==> config.mk <==
export PLATFORM = sky130hd
export DESIGN_NAME = multiplier_scheduler
export DESIGN_NICKNAME = d
export VERILOG_FILES = /design/src/rtl/multiplier_scheduler.sv
export SDC_FILE = /design/constraint.sdc
export NUM_CORES = 1
export LEC_CHECK = 0
export CORE_AREA = 2 2 139 141
export DETAILED_ROUTE_END_ITERATION = 8
export DIE_AREA = 0 0 141 143
export GPL_ROUTABILITY_DRIVEN = 0
export PLACE_DENSITY = 0.57
export SETUP_SLACK_MARGIN = 0.15
export SLEW_MARGIN = 20
export SYNTH_ARGS = -nofsm -noshare
export SYNTH_HDL_FRONTEND = slang
export SYNTH_SLANG_ARGS = --single-unit
==> constraint.sdc <==
create_clock -name clk -period 2.4 [get_ports clk]
set_clock_uncertainty 0.2 [all_clocks]
set_input_delay 0.48 -clock clk [delete_from_list [all_inputs] [get_ports clk]]
set_output_delay 0.48 -clock clk [all_outputs]
set_load 0.03 [all_outputs]
==> src/rtl/multiplier_scheduler.sv <==
// multiplier_scheduler: round-robin sharing of one registered signed multiplier between two requesters
module multiplier_scheduler #(
  parameter int DATA_W = 32,
  parameter int CNT_W  = 16
) (
  input  logic                clk,
  input  logic                reset,
  input  logic                flush,
  input  logic                req0Valid,
  output logic                req0Ready,
  input  logic [DATA_W-1:0]   req0A,
  input  logic [DATA_W-1:0]   req0B,
  input  logic                req1Valid,
  output logic                req1Ready,
  input  logic [DATA_W-1:0]   req1A,
  input  logic [DATA_W-1:0]   req1B,
  output logic                resp0Valid,
  input  logic                resp0Ready,
  output logic                resp1Valid,
  input  logic                resp1Ready,
  output logic [2*DATA_W-1:0] respProduct,
  output logic [DATA_W-1:0]   mulA,
  output logic [DATA_W-1:0]   mulB,
  output logic                mulEnableA,
  output logic                mulEnableB,
  output logic                mulEnableOut,
  output logic                mulResetA,
  output logic                mulResetB,
  output logic                mulResetOut,
  input  logic [2*DATA_W-1:0] mulProduct,
  output logic                busy,
  output logic [CNT_W-1:0]    opCount
);
  typedef enum logic [1:0] {IDLE, LOAD, CAPTURE, RESP} state_t;
  state_t state, nextState;
  logic owner, lastGrant;
  logic grant0, grant1, start, handshake;
  // Both valid: the requester that did not win last time gets the multiplier.
  assign grant0    = req0Valid && (!req1Valid || lastGrant);
  assign grant1    = req1Valid && (!req0Valid || !lastGrant);
  assign start     = state == IDLE && !flush && (grant0 || grant1);
  assign handshake = state == RESP && !flush && (owner ? resp1Ready : resp0Ready);
  always_ff @(posedge clk or negedge reset) begin
    if (!reset) begin
      state     <= IDLE;
      owner     <= 1'b0;
      lastGrant <= 1'b1;
      opCount   <= '0;
    end else begin
      state <= nextState;
      if (start) begin
        owner     <= grant1;
        lastGrant <= grant1;
      end
      if (handshake) opCount <= opCount + CNT_W'(1);
    end
  end
  always_comb begin
    nextState = state;
    case (state)
      IDLE:    nextState = start ? LOAD : IDLE;
      LOAD:    nextState = CAPTURE;
      CAPTURE: nextState = RESP;
      RESP:    nextState = handshake ? IDLE : RESP;
      default: nextState = IDLE;
    endcase
    if (flush) nextState = IDLE;
  end
  // Combinational outputs are additionally gated by reset so they drop the moment reset asserts.
  always_comb begin
    req0Ready    = reset && start && grant0;
    req1Ready    = reset && start && grant1;
    mulA         = grant1 ? req1A : req0A;
    mulB         = grant1 ? req1B : req0B;
    mulEnableA   = reset && start;
    mulEnableB   = reset && start;
    mulEnableOut = reset && !flush && state == LOAD;
    mulResetA    = !reset || flush;
    mulResetB    = !reset || flush;
    mulResetOut  = !reset || flush;
    resp0Valid   = reset && !flush && state == RESP && !owner;
    resp1Valid   = reset && !flush && state == RESP && owner;
    respProduct  = (reset && (state == CAPTURE || state == RESP)) ? mulProduct : '0;
    busy         = state != IDLE;
  end
endmodule
# Word-level counts from Yosys, hierarchy flattened
# Index checks and enable logic that the tools add are counted.
# op_classes
mux,8
eq_ne,3
add_sub_neg,1
reduce_logical,28
# op_table
op,n
32-bit two-way mux,2
64-bit two-way mux,1
"16-bit by 1-bit adder with 16-bit output, second input constant",1
1-bit logical AND,15
2-bit one-hot mux with 4 select lines,1
1-bit zero test,6
1-bit logical OR,5
"2-bit == test, second input constant",2
2-bit two-way mux,2
"2-bit by 1-bit == test with 1-bit output, second input constant",1
2-bit zero test,1
1-bit two-way mux,2
2-bit nonzero test,1
# word_totals
input_bits,199
regBits,20
elab_cells,44
output_inout_bits,155

# Logic depth before layout (Yosys ltp)
# depth
depth_word,8
mapped_depth,5
depth_no_buf,5

# Worst setup path before layout
# OpenSTA, ideal clock, no wires.
# synth_path
kind,in2out
from,in flush
to,out req0Ready
arrival_ns,2.156
n_path_buf,0
cell_stages,3
required_ns,1.720
setup_slack_ns,-0.436
cell_sequence,nand2b_1 -> nor3_1 -> and3_1
# synth_via
elab_chain_cells,5
# synth_lines
item,line_no,text
start: declaration,8,"input logic flush,"
1-bit zero test,41,assign start = state == IDLE && !flush && (grant0 || grant1);
1-bit logical AND (2 in a row),41,
1-bit logical AND,--,
net mulEnableA,24,"output logic mulEnableA,"
1-bit logical AND,71,req0Ready = reset && start && grant0;
end: declaration,10,"output logic req0Ready,"
# The timed path passes the listed nets, and every way through them passes these cells.

# Worst setup path after layout
# layout_path
from,reg lastGrant
to,out mulB[26]
# layout_via
elab_chain_cells,4
# layout_lines
item,line_no,text
start: declaration,36,"logic owner, lastGrant;"
start signal: assignment,53,lastGrant <= grant1;
1-bit zero test,40,assign grant1 = req1Valid && (!req0Valid || !lastGrant);
1-bit logical OR,40,
1-bit logical AND,40,
32-bit two-way mux,74,mulB = grant1 ? req1B : req0B;
end: declaration,23,"output logic [DATA_W-1:0] mulB,"
# No other way between the ends.

==> metrics <==
first-pass GRT wire length roughly 22000 um; final worst path period need 2530 ps; Initial Utilization 11.8%; worst setup path end mulB[26]; clock sink total 20; largest cells by area after synthesis mux2_2 33%, dfrtp_1 22%, and3_1 19%; Clock Tree Buf Depth 2; critical path capture point type primary output; Worst Setup SP lastGrant; most used cell, CP buf_12; post-DP HPWL 12600 um; endpoints failing setup between 60 and 70; Clk Latency, worst-skew pair 250 ps; Largest stage delay, worst path approximately 570 ps; Worst Path Required approximately 1700 ps; Yosys top cell area share 33.3%; Via density just over 4; Final Hold Viols 0; pwr dens 426 nW/um^2; Root Driver clkbuf_16; DR vias 3480; Netlist cell types 27; vias in the first global route 3511; clock buffer count from CTS 3; initial antenna violation count 1; DR pass1 iterations 4; Post-Syn Nets around 440; Logic pwr share 69.8%; worst path bufs/invs 5; crit share post-route 105%; crit path DAT 1850 ps; grt ovf 0; Starting DRT DRC Count 101; Ys Warns 0; Antenna Nets Post-Route 0; number of standard cells after synthesis 241; Clock power frac 15.7%; post-synth top area cell mux2_2; CTS clk-pin slew, worst paths 60 ps; crit path max-delay cell type dfstp_2; Slew @ Worst Pin 421 ps; CORE AREA ~19000 um^2; Post-Syn Area around 2200 um^2; Avg Synthesized Cell Area 9.11 um^2; CP cell instances a21boi_4 > buf_12 > buf_12 > buf_16 > buf_6 > mux2_4 > buf_8; Worst slew margin 71.7%; violated checks negative setup slack; worst r2r src state[1]; GRT Overall Usage 14.4%; static leakage 3.25 nW; largest net degree at the start of global routing 69; Post-synth ARST share 100%; register bit total from synthesis 20; worst-case reg-to-reg path depth 5; Crit Path Max Fanout 4; CTS tree built; Levels on crit path 7; final core utilization 37.1%; reg2reg end opCount[15]; Sw Ratio 37.0%; CP startpoint kind flip-flop; ys flop type dfrtp_1; setup slack, reg-to-reg 490 ps; CP Class reg2out; Max Cap Violations 0; Top Family by Delay on Critical Path buffers and inverters; Area Overhead vs Synth 214%; H-tree levels 1; Fillers 1865; Reg power frac 14.4%; Ports 354; share of layout cells above drive strength 1 43.6%; nets 823; sequential fraction of the synthesis area 22.8%; switching power ~1.1 mW; EDFF count, synth 0; Worst IR Drop VDD 245 uV; max frequency 395 MHz; RSZ-0062 raised after global routing yes; final WL roughly 17000 um; Die Wd around 140 um; Row Count 50; drt drc 0; internal power around 1.8 mW; Hold Crit Class in2async; die footprint 20200 um^2; status finished with violations; PnR worst setup slack -130 ps; Port Buffers around 350; Total Neg Setup Slack -3850 ps; Tot Pwr 2.93 mW; Die Y 143 um; Slew Limit Fails 0; routed length per instance 19.3 um
[registers in the layout, indices dropped and copies added (netlist names)]
signal	flops
lastGrant	1
owner	1
state	2
opCount	16
[cell usage in the layout, fill, tap and decap left out, types with 2 or more instances in the layout]
| cell | n |
|---|---|
| a21oi_1 | 2 |
| and3_1 | 65 |
| buf_12 | 16 |
| buf_16 | 6 |
| buf_2 | 2 |
| buf_4 | 88 |
| buf_6 | 67 |
| buf_8 | 4 |
| clkbuf_16 | 7 |
| clkdlybuf4s50_1 | 210 |
| dfrtp_1 | 18 |
| inv_1 | 3 |
| mux2_2 | 33 |
| mux2_4 | 32 |
| nand2_1 | 10 |
| nand3_1 | 7 |
| nand4_1 | 4 |
| nor2_1 | 4 |
| nor3_1 | 3 |
| nor3_2 | 2 |
| o21ai_0 | 2 |
| xnor2_1 | 13 |
| xor2_1 | 2 |
[synthesized netlist by cell type (2+ instances only)]
master,instances
a21oi_1,2
and3_1,66
buf_2,3
buf_4,7
clkbuf_1,14
dfrtp_1,19
inv_1,4
mux2_2,65
nand2_1,10
nand2b_1,2
nand3_1,7
nand4_1,4
nor2_1,5
nor3_1,6
o21ai_0,2
xnor2_1,13
xor2_1,2
[logic make-up (layout without fill, tap and decap cells)]
kind of cell    Yosys count  after routing  share of synthesized area (%)
mux                      66             66                           33.8
xor+xnor                 15             15                           5.98
compound gates            7              7                           1.94
simple gates            104            104                           28.7
other cells               0              1                              0
flops                    20             20                           22.8
buf+inv                  28            409                           6.15
fa+ha+maj                 1              1                          0.570
[worst min-delay path by stage]
stage          startpoint          to  cells after the start
4_1_cts             reset   lastGrant                      1
2_1_floorplan       reset  opCount[0]                      0
5_1_grt             reset   lastGrant                      1
3_5_place_dp        reset  opCount[9]                      1
3_3_place_gp        reset  opCount[9]                      1
6_report            reset   lastGrant                      1
[per-stage QoR]
step           cell area (um^2)  hold WS, ps  setup WS [ps]  std cells
4_1_cts                    6560         48.7           -144        851
6_report                   6880         47.7           -130        857
5_1_grt                    6880         46.2           -173        857
3_5_place_dp               5940          119           -738        823
3_3_place_gp               5940          119           -722        823
2_1_floorplan              2210        -15.6            167        241
[layer usage]
layer	vias to the layer above	GRT usage [%]	wire (um)
met1	1615	16.0	5990
li1	1637	-	-
met3	15	4.66	1640
met4	0	3.00	304
met2	213	26.9	8570
met5	-	0	0
[timing repair]
action / 4_1_cts / 5_1_grt
endpoints found under the hold margin: 2 / 0
pin swaps: 3 / 2
cloned: 7 / 4
gates resized for setup: 317 / 64
buffers inserted: 16 / 1
hold buffers: 1 / 0
setup endpoints to repair: 73 / 69
[power by group through the flow]
stage	sequential, mW	clock (mW)	combinational, mW
3_3_place_gp	0.428	0	1.59
2_1_floorplan	0.444	0	0.761
6_report	0.423	0.461	2.05
3_5_place_dp	0.429	0	1.59
4_1_cts	0.422	0.467	1.91
5_1_grt	0.430	0.485	2.15
[area by class of cell]
| cell class | count | area (um^2) | area share [%] |
|---|---|---|---|
| timing repair buffer | 401 | 4240 | 61.5 |
| clock inverter | 1 | 30.0 | 0.436 |
| sequential | 20 | 503 | 7.31 |
| inverter | 4 | 15.0 | 0.218 |
| tap | 234 | 293 | 4.25 |
| multi-input combinational | 193 | 1730 | 25.1 |
| antenna | 1 | 2.50 | 0.0364 |
| clock buffer | 3 | 75.1 | 1.09 |
(Power assumes the default switching activity.)
